File: config.mk
export PLATFORM = sky130hd
export DESIGN_NAME = serial_subtract_ctrl
export DESIGN_NICKNAME = d
export VERILOG_FILES = /design/src/rtl/serial_subtract_ctrl.sv
export SDC_FILE = /design/constraint.sdc
export NUM_CORES = 1
export LEC_CHECK = 0
export CAP_MARGIN = 10
export CORE_ASPECT_RATIO = 0.8
export CORE_UTILIZATION = 35
export CTS_CLUSTER_DIAMETER = 50
export DETAILED_ROUTE_END_ITERATION = 12
export PLACE_DENSITY_LB_ADDON = 0.2
export SKIP_CTS_REPAIR_TIMING = 1
export SYNTH_ARGS = -nofsm -noshare
export SYNTH_HDL_FRONTEND = slang
export SYNTH_HIERARCHICAL = 1
export SYNTH_SLANG_ARGS = --single-unit
File: constraint.sdc
create_clock -name clk -period 1.8 [get_ports clk]
set_clock_uncertainty 0.15 [all_clocks]
set_input_delay 0.45 -clock clk [delete_from_list [all_inputs] [get_ports clk]]
set_output_delay 0.45 -clock clk [all_outputs]
set_load 0.03 [all_outputs]
File: src/rtl/serial_subtract_ctrl.sv
// Bit-serial subtractor: one full_subtractor cell reused across WIDTH bit
// positions, LSB first, computing a - b - bin behind a start/done handshake.
`timescale 1ns/1ps

module full_subtractor (
    input  logic a,
    input  logic b,
    input  logic in,
    output logic Diff,
    output logic Borr
);
    assign Diff = a ^ b ^ in;
    assign Borr = (~a & b) | (~(a ^ b) & in);
endmodule

module serial_subtract_ctrl #(
    parameter int WIDTH = 8
) (
    input  logic             clk,
    input  logic             rst_n,
    input  logic             start,
    input  logic [WIDTH-1:0] a,
    input  logic [WIDTH-1:0] b,
    input  logic             bin,
    output logic             busy,
    output logic             done,
    output logic [WIDTH-1:0] diff,
    output logic             bout
);
    localparam int CW = $clog2(WIDTH);

    typedef enum logic [1:0] {IDLE, SHIFT, DONE} state_t;

    state_t            state, state_nxt;
    logic [WIDTH-1:0]  a_sh, b_sh, diff_sh;
    logic              borrow;
    logic [CW-1:0]     count;
    logic              fs_diff, fs_borr;
    logic              last;

    full_subtractor u_fs (
        .a    (a_sh[0]),
        .b    (b_sh[0]),
        .in   (borrow),
        .Diff (fs_diff),
        .Borr (fs_borr)
    );

    assign last = (count == CW'(WIDTH - 1));
    assign busy = (state == SHIFT);
    assign done = (state == DONE);

    always_ff @(posedge clk or negedge rst_n) begin
        if (!rst_n) state <= IDLE;
        else        state <= state_nxt;
    end

    always_comb begin
        state_nxt = state;
        case (state)
            IDLE:    if (start) state_nxt = SHIFT;
            SHIFT:   if (last)  state_nxt = DONE;
            DONE:    state_nxt = IDLE;
            default: state_nxt = IDLE;
        endcase
    end

    // diff/bout are only written on the final shift, so they hold between ops
    always_ff @(posedge clk or negedge rst_n) begin
        if (!rst_n) begin
            a_sh    <= '0;
            b_sh    <= '0;
            diff_sh <= '0;
            borrow  <= 1'b0;
            count   <= '0;
            diff    <= '0;
            bout    <= 1'b0;
        end else begin
            case (state)
                IDLE: if (start) begin
                    a_sh   <= a;
                    b_sh   <= b;
                    borrow <= bin;
                    count  <= '0;
                end
                SHIFT: begin
                    diff_sh <= {fs_diff, diff_sh[WIDTH-1:1]};
                    a_sh    <= a_sh >> 1;
                    b_sh    <= b_sh >> 1;
                    borrow  <= fs_borr;
                    count   <= count + 1'b1;
                    if (last) begin
                        diff <= {fs_diff, diff_sh[WIDTH-1:1]};
                        bout <= fs_borr;
                    end
                end
                default: ;
            endcase
        end
    end
endmodule
# == After elaboration in Yosys (flattened, before gate mapping) ==
# Index checks and enable logic that the tools add are counted.
# classes
n_addsub,1
muxes,11
n_eq_ne,5
n_reduce_logical,5
bitwise_logic,7
# ops
operator,n
8-bit case mux with 2 select lines,2
8-bit two-way mux,2
3-bit case mux with 2 select lines,1
2-bit AND reduction,3
2-bit two-way mux,2
2-bit case mux with 2 select lines,1
3-bit by 1-bit adder with 3-bit output (second input constant),1
3-bit == test (second input constant),1
3-bit two-way mux,1
1-bit bitwise AND,2
2-bit by 1-bit == test with 1-bit output (second input constant),1
2-bit == test (second input constant),1
2-bit zero test,1
2-bit by 1-bit inequality test with 1-bit output (second input constant),1
2-bit inequality test (second input constant),1
1-bit inverter,2
1-bit case mux with 2 select lines,1
2-bit nonzero test,1
1-bit bitwise XOR,2
1-bit two-way mux,1
1-bit OR,1
# word_totals
in_bits,20
ff_bits,39

# == Depth between registers and ports, before layout ==
# depth
depth_word,5
depth_mapped,5

# == Cells and area by module ==
# The synthesis kept the hierarchy.
# by_module_without_submodules
module,area_each_um2,cells_per_inst,instances
serial_subtract_ctrl,1747.9,139,1
full_subtractor,31.3,4,1

# == Worst setup path before layout ==
# No wires, ideal clock.
# synth_timing
kind,reg2out
from,register state[1]
to,output port done
slack_ps,14
t_arrival_ps,1186
path_stages_with_launch,4
n_path_buf,2
cell_sequence,dfrtp_1 > buf_2 > buf_4 > nor2b_1
# synth_via
elab_chain_cells,1
# synth_lines
item,line,source
from (decl),34,"state_t state, state_nxt;"
from (signal assigned),55,else state <= state_nxt;
2-bit == test,51,assign done = (state == DONE);
to (decl),26,"output logic done,"
# Every way passes these cells.

# == Worst setup path in the final report ==
# layout_timing
from,register state[1]
to,output port busy
# layout_via
elab_chain_cells,1
# layout_lines
item,line,source
2-bit by 1-bit == test with 1-bit output,50,assign busy = (state == SHIFT);
to (decl),25,"output logic busy,"
# Every way passes these cells.

==> flow_metrics.env <==
export IMPL_firstDrtPassIters=4
export IMPL_fin_crit_ps=1768
export IMPL_vdd_drop_max_uv=768.3
export IMPL_die_y_um=65.77
export IMPL_core_area_um2=4735
export IMPL_yosys_warnings=6
export IMPL_die_area_um2=5374
export IMPL_grt_pass1_wl_mm=5.989
export IMPL_grt_pass1_vias=1245
export IMPL_synth_cells=143
export IMPL_initial_utilization_pct=37.58
export IMPL_synth_top_family_by_area="simple AND/OR/NAND/NOR gates"
export IMPL_finalCritPeriodShare_pct=98.20
export IMPL_ys_ff_latch=38
export IMPL_worst_slew_pin_slew_ps=413.4
export IMPL_synth_top_area_share_pct=53.45
export IMPL_synth_main_ff_cell="dfrtp_1"
export IMPL_numPortBuffers=30
export IMPL_min_path_type="flip-flop to flip-flop"
export IMPL_cp_max_fo=6
export IMPL_slew_headroom_pct=72.44
export IMPL_diodes=0
export IMPL_setup_ws_ps=32.48
export IMPL_synth_nets=166
export IMPL_yosys_area_top_type="dfrtp_1"
export IMPL_critPathLaunchType="flip-flop"
export IMPL_placementRows=22
export IMPL_routed_wl_mm=3.599
export IMPL_rsz0062_at_grt="true"
export IMPL_cts_buffer_depth=2
export IMPL_synth_xor_area_share_pct=0
export IMPL_cts_made_buffers=5
export IMPL_grt_max_degree=33
export IMPL_yosysUniqueCellTypes=25
export IMPL_register_area_um2=952.2
export IMPL_postRouteAntennaNets=0
export IMPL_first_iter_violations=38
export IMPL_syn_area_per_cell_um2=12.44
export IMPL_synthArstFlopShare_pct=100.0
export IMPL_drv_cap=0
export IMPL_grtUsageTotal_pct=15.07
export IMPL_num_vias=1247
export IMPL_setup_viol=0
export IMPL_multiInputGateArea_um2=685.7
export IMPL_ys_seq_area_share_pct=53.45
export IMPL_drc=0
export IMPL_grt_overflow_total=0
export IMPL_synthSimpleGateAreaFrac_pct=14.35
export IMPL_clk_latency_ps=290
export IMPL_end_kind="primary output"
export IMPL_clock_sinks=38
export IMPL_area_growth_pct=33.68
export IMPL_yosysMostFrequentCell="dfrtp_1"
export IMPL_synth_mux_area_share_pct=10.69
export IMPL_fp_dieW_um=81.72
export IMPL_synth_common_cells="dfrtp_1 (38), inv_1 (18), mux2_1 (16)"
export IMPL_pre_cts_ws_ps=-108.5
export IMPL_power_density_nw_per_um2=1634
export IMPL_htree_levels=2
export IMPL_cp_data_arrival_time_ps=1170
export IMPL_timing_hold_ws_ps=334.9
export IMPL_cts_root_buf="clkbuf_8"
export IMPL_synth_top_cells_by_area="dfrtp_1 (53%), mux2_1 (10%), nor4b_1 (6.9%), nor3b_1 (5.1%), a211oi_1 (4.6%)"
export IMPL_clkTransAtPathRegs_ps=70
export IMPL_leakage_nw=1.122
export IMPL_wire_per_inst_um=14.51
export IMPL_path_class="flip-flop to primary output"
export IMPL_cp_required_ps=1200
export IMPL_final_area_um2=2379
export IMPL_netlist_area_um2=1779
export IMPL_gp_congestion=0.7150
export IMPL_status="completed"
export IMPL_drive_gt1_share_pct=17.55
export IMPL_finalHoldViolations=0
export IMPL_cts_tree="yes"
export IMPL_synth_adder_area_share_pct=2.532
export IMPL_max_freq_mhz=565.8
export IMPL_dpl_cell_area_um2=2191
export IMPL_viasPerCell=5.028
export IMPL_synth_edff_count=0
export IMPL_antenna_found_initial=0
export IMPL_synth_compound_area_share_pct=10.97
export IMPL_fill_cells=416
export IMPL_ios=31
export IMPL_drv_slew=0
export IMPL_dp_hpwl_mm=2.409
export IMPL_nets=210
==> critical path: stages (launching register included) <==
cell	delay (ps)
dfrtp_2	430
nand2b_1	190
inv_4	100
buf_4	160
==> layout make-up <==
| type | instances | share of cell area, % |
|---|---|---|
| Multi-Input combinational cell | 74 | 28.83 |
| Sequential cell | 38 | 40.03 |
| Tap cell | 60 | 3.156 |
| Timing Repair Buffer | 49 | 21.04 |
| Inverter | 19 | 3.104 |
| Clock buffer | 7 | 3.630 |
| Clock inverter | 1 | 0.2104 |
==> kinds of logic after synthesis <==
logic type | after synthesis
adders and majority gates | 3
AOI/OAI and AO/OA | 22
buffers and inverters | 31
DFF | 38
and+or+nand+nor | 32
muxes | 17
==> sequential cells by signal, summed over array words and instances, names as in the netlist <==
signal,cells
b_sh,8
state,2
bout,1
diff,8
borrow,1
diff_sh,7
count,3
a_sh,8
==> report_power, final <==
group,switching [W],internal (W),leakage (nW),total (W)
clock,0.000288,0.000309,0.0482,0.000596
combinational,0.000901,0.000891,0.627,0.00179
sequential,0.000225,0.00127,0.447,0.00150
total,0.00141,0.00247,1.12,0.00389
==> routing by layer <==
| layer | GRT usage, % | routed length (µm) |
|---|---|---|
| met1 | 21.09 | 1798 |
| met2 | 22.29 | 1590 |
| met3 | 4.552 | 172 |
| met4 | 4.605 | 37 |
| met5 | 0 | 0 |
==> path summary, 6_finish.rpt <==
path                             from    endpoint  slack, ps  cells past startpoint
max in group asynchronous       rst_n    state[1]        550                      3
max                          state[1]        busy         30                      3
min reg2reg                diff_sh[1]  diff_sh[1]        330                      1
max reg2reg                  count[0]     diff[5]        100                      5
min in group asynchronous       rst_n     diff[3]        480                      2
min                        diff_sh[1]  diff_sh[1]        330                      1
==> placed cells by master (no fill, tap or decap), drive strengths merged <==
| cell | n |
|---|---|
| inv | 19 |
| dfrtp | 38 |
| or4b | 1 |
| a21oi | 1 |
| mux2i | 1 |
| o221a | 1 |
| o21ba | 1 |
| a211oi | 11 |
| o21bai | 1 |
| ha | 2 |
| clkdlybuf4s50 | 18 |
| dlygate4sd3 | 1 |
| nor4b | 14 |
| buf | 20 |
| fa | 1 |
| nor2b | 1 |
| a22o | 4 |
| dlymetal6s2s | 9 |
| clkinv | 1 |
| nand2b | 3 |
| a221oi | 3 |
| mux2 | 16 |
| nor3b | 12 |
| clkbuf | 8 |
| nand3b | 1 |
==> through the flow <==
stage | cells | setup TNS, ps | util, % | power [W]
6_report | 248 | 0 | 50.24 | 0.003886
5_1_grt | 248 | -25.95 | 50.24 | 0.004197
4_1_cts | 241 | -1031 | 48.20 | 0.003847
3_5_place_dp | 233 | -795.4 | 46.27 | 0.003244
3_3_place_gp | 233 | -299.6 | 46.27 | 0.003176
2_1_floorplan | 143 | 0 | - | 0.002655
(Power assumes the default switching activity.)
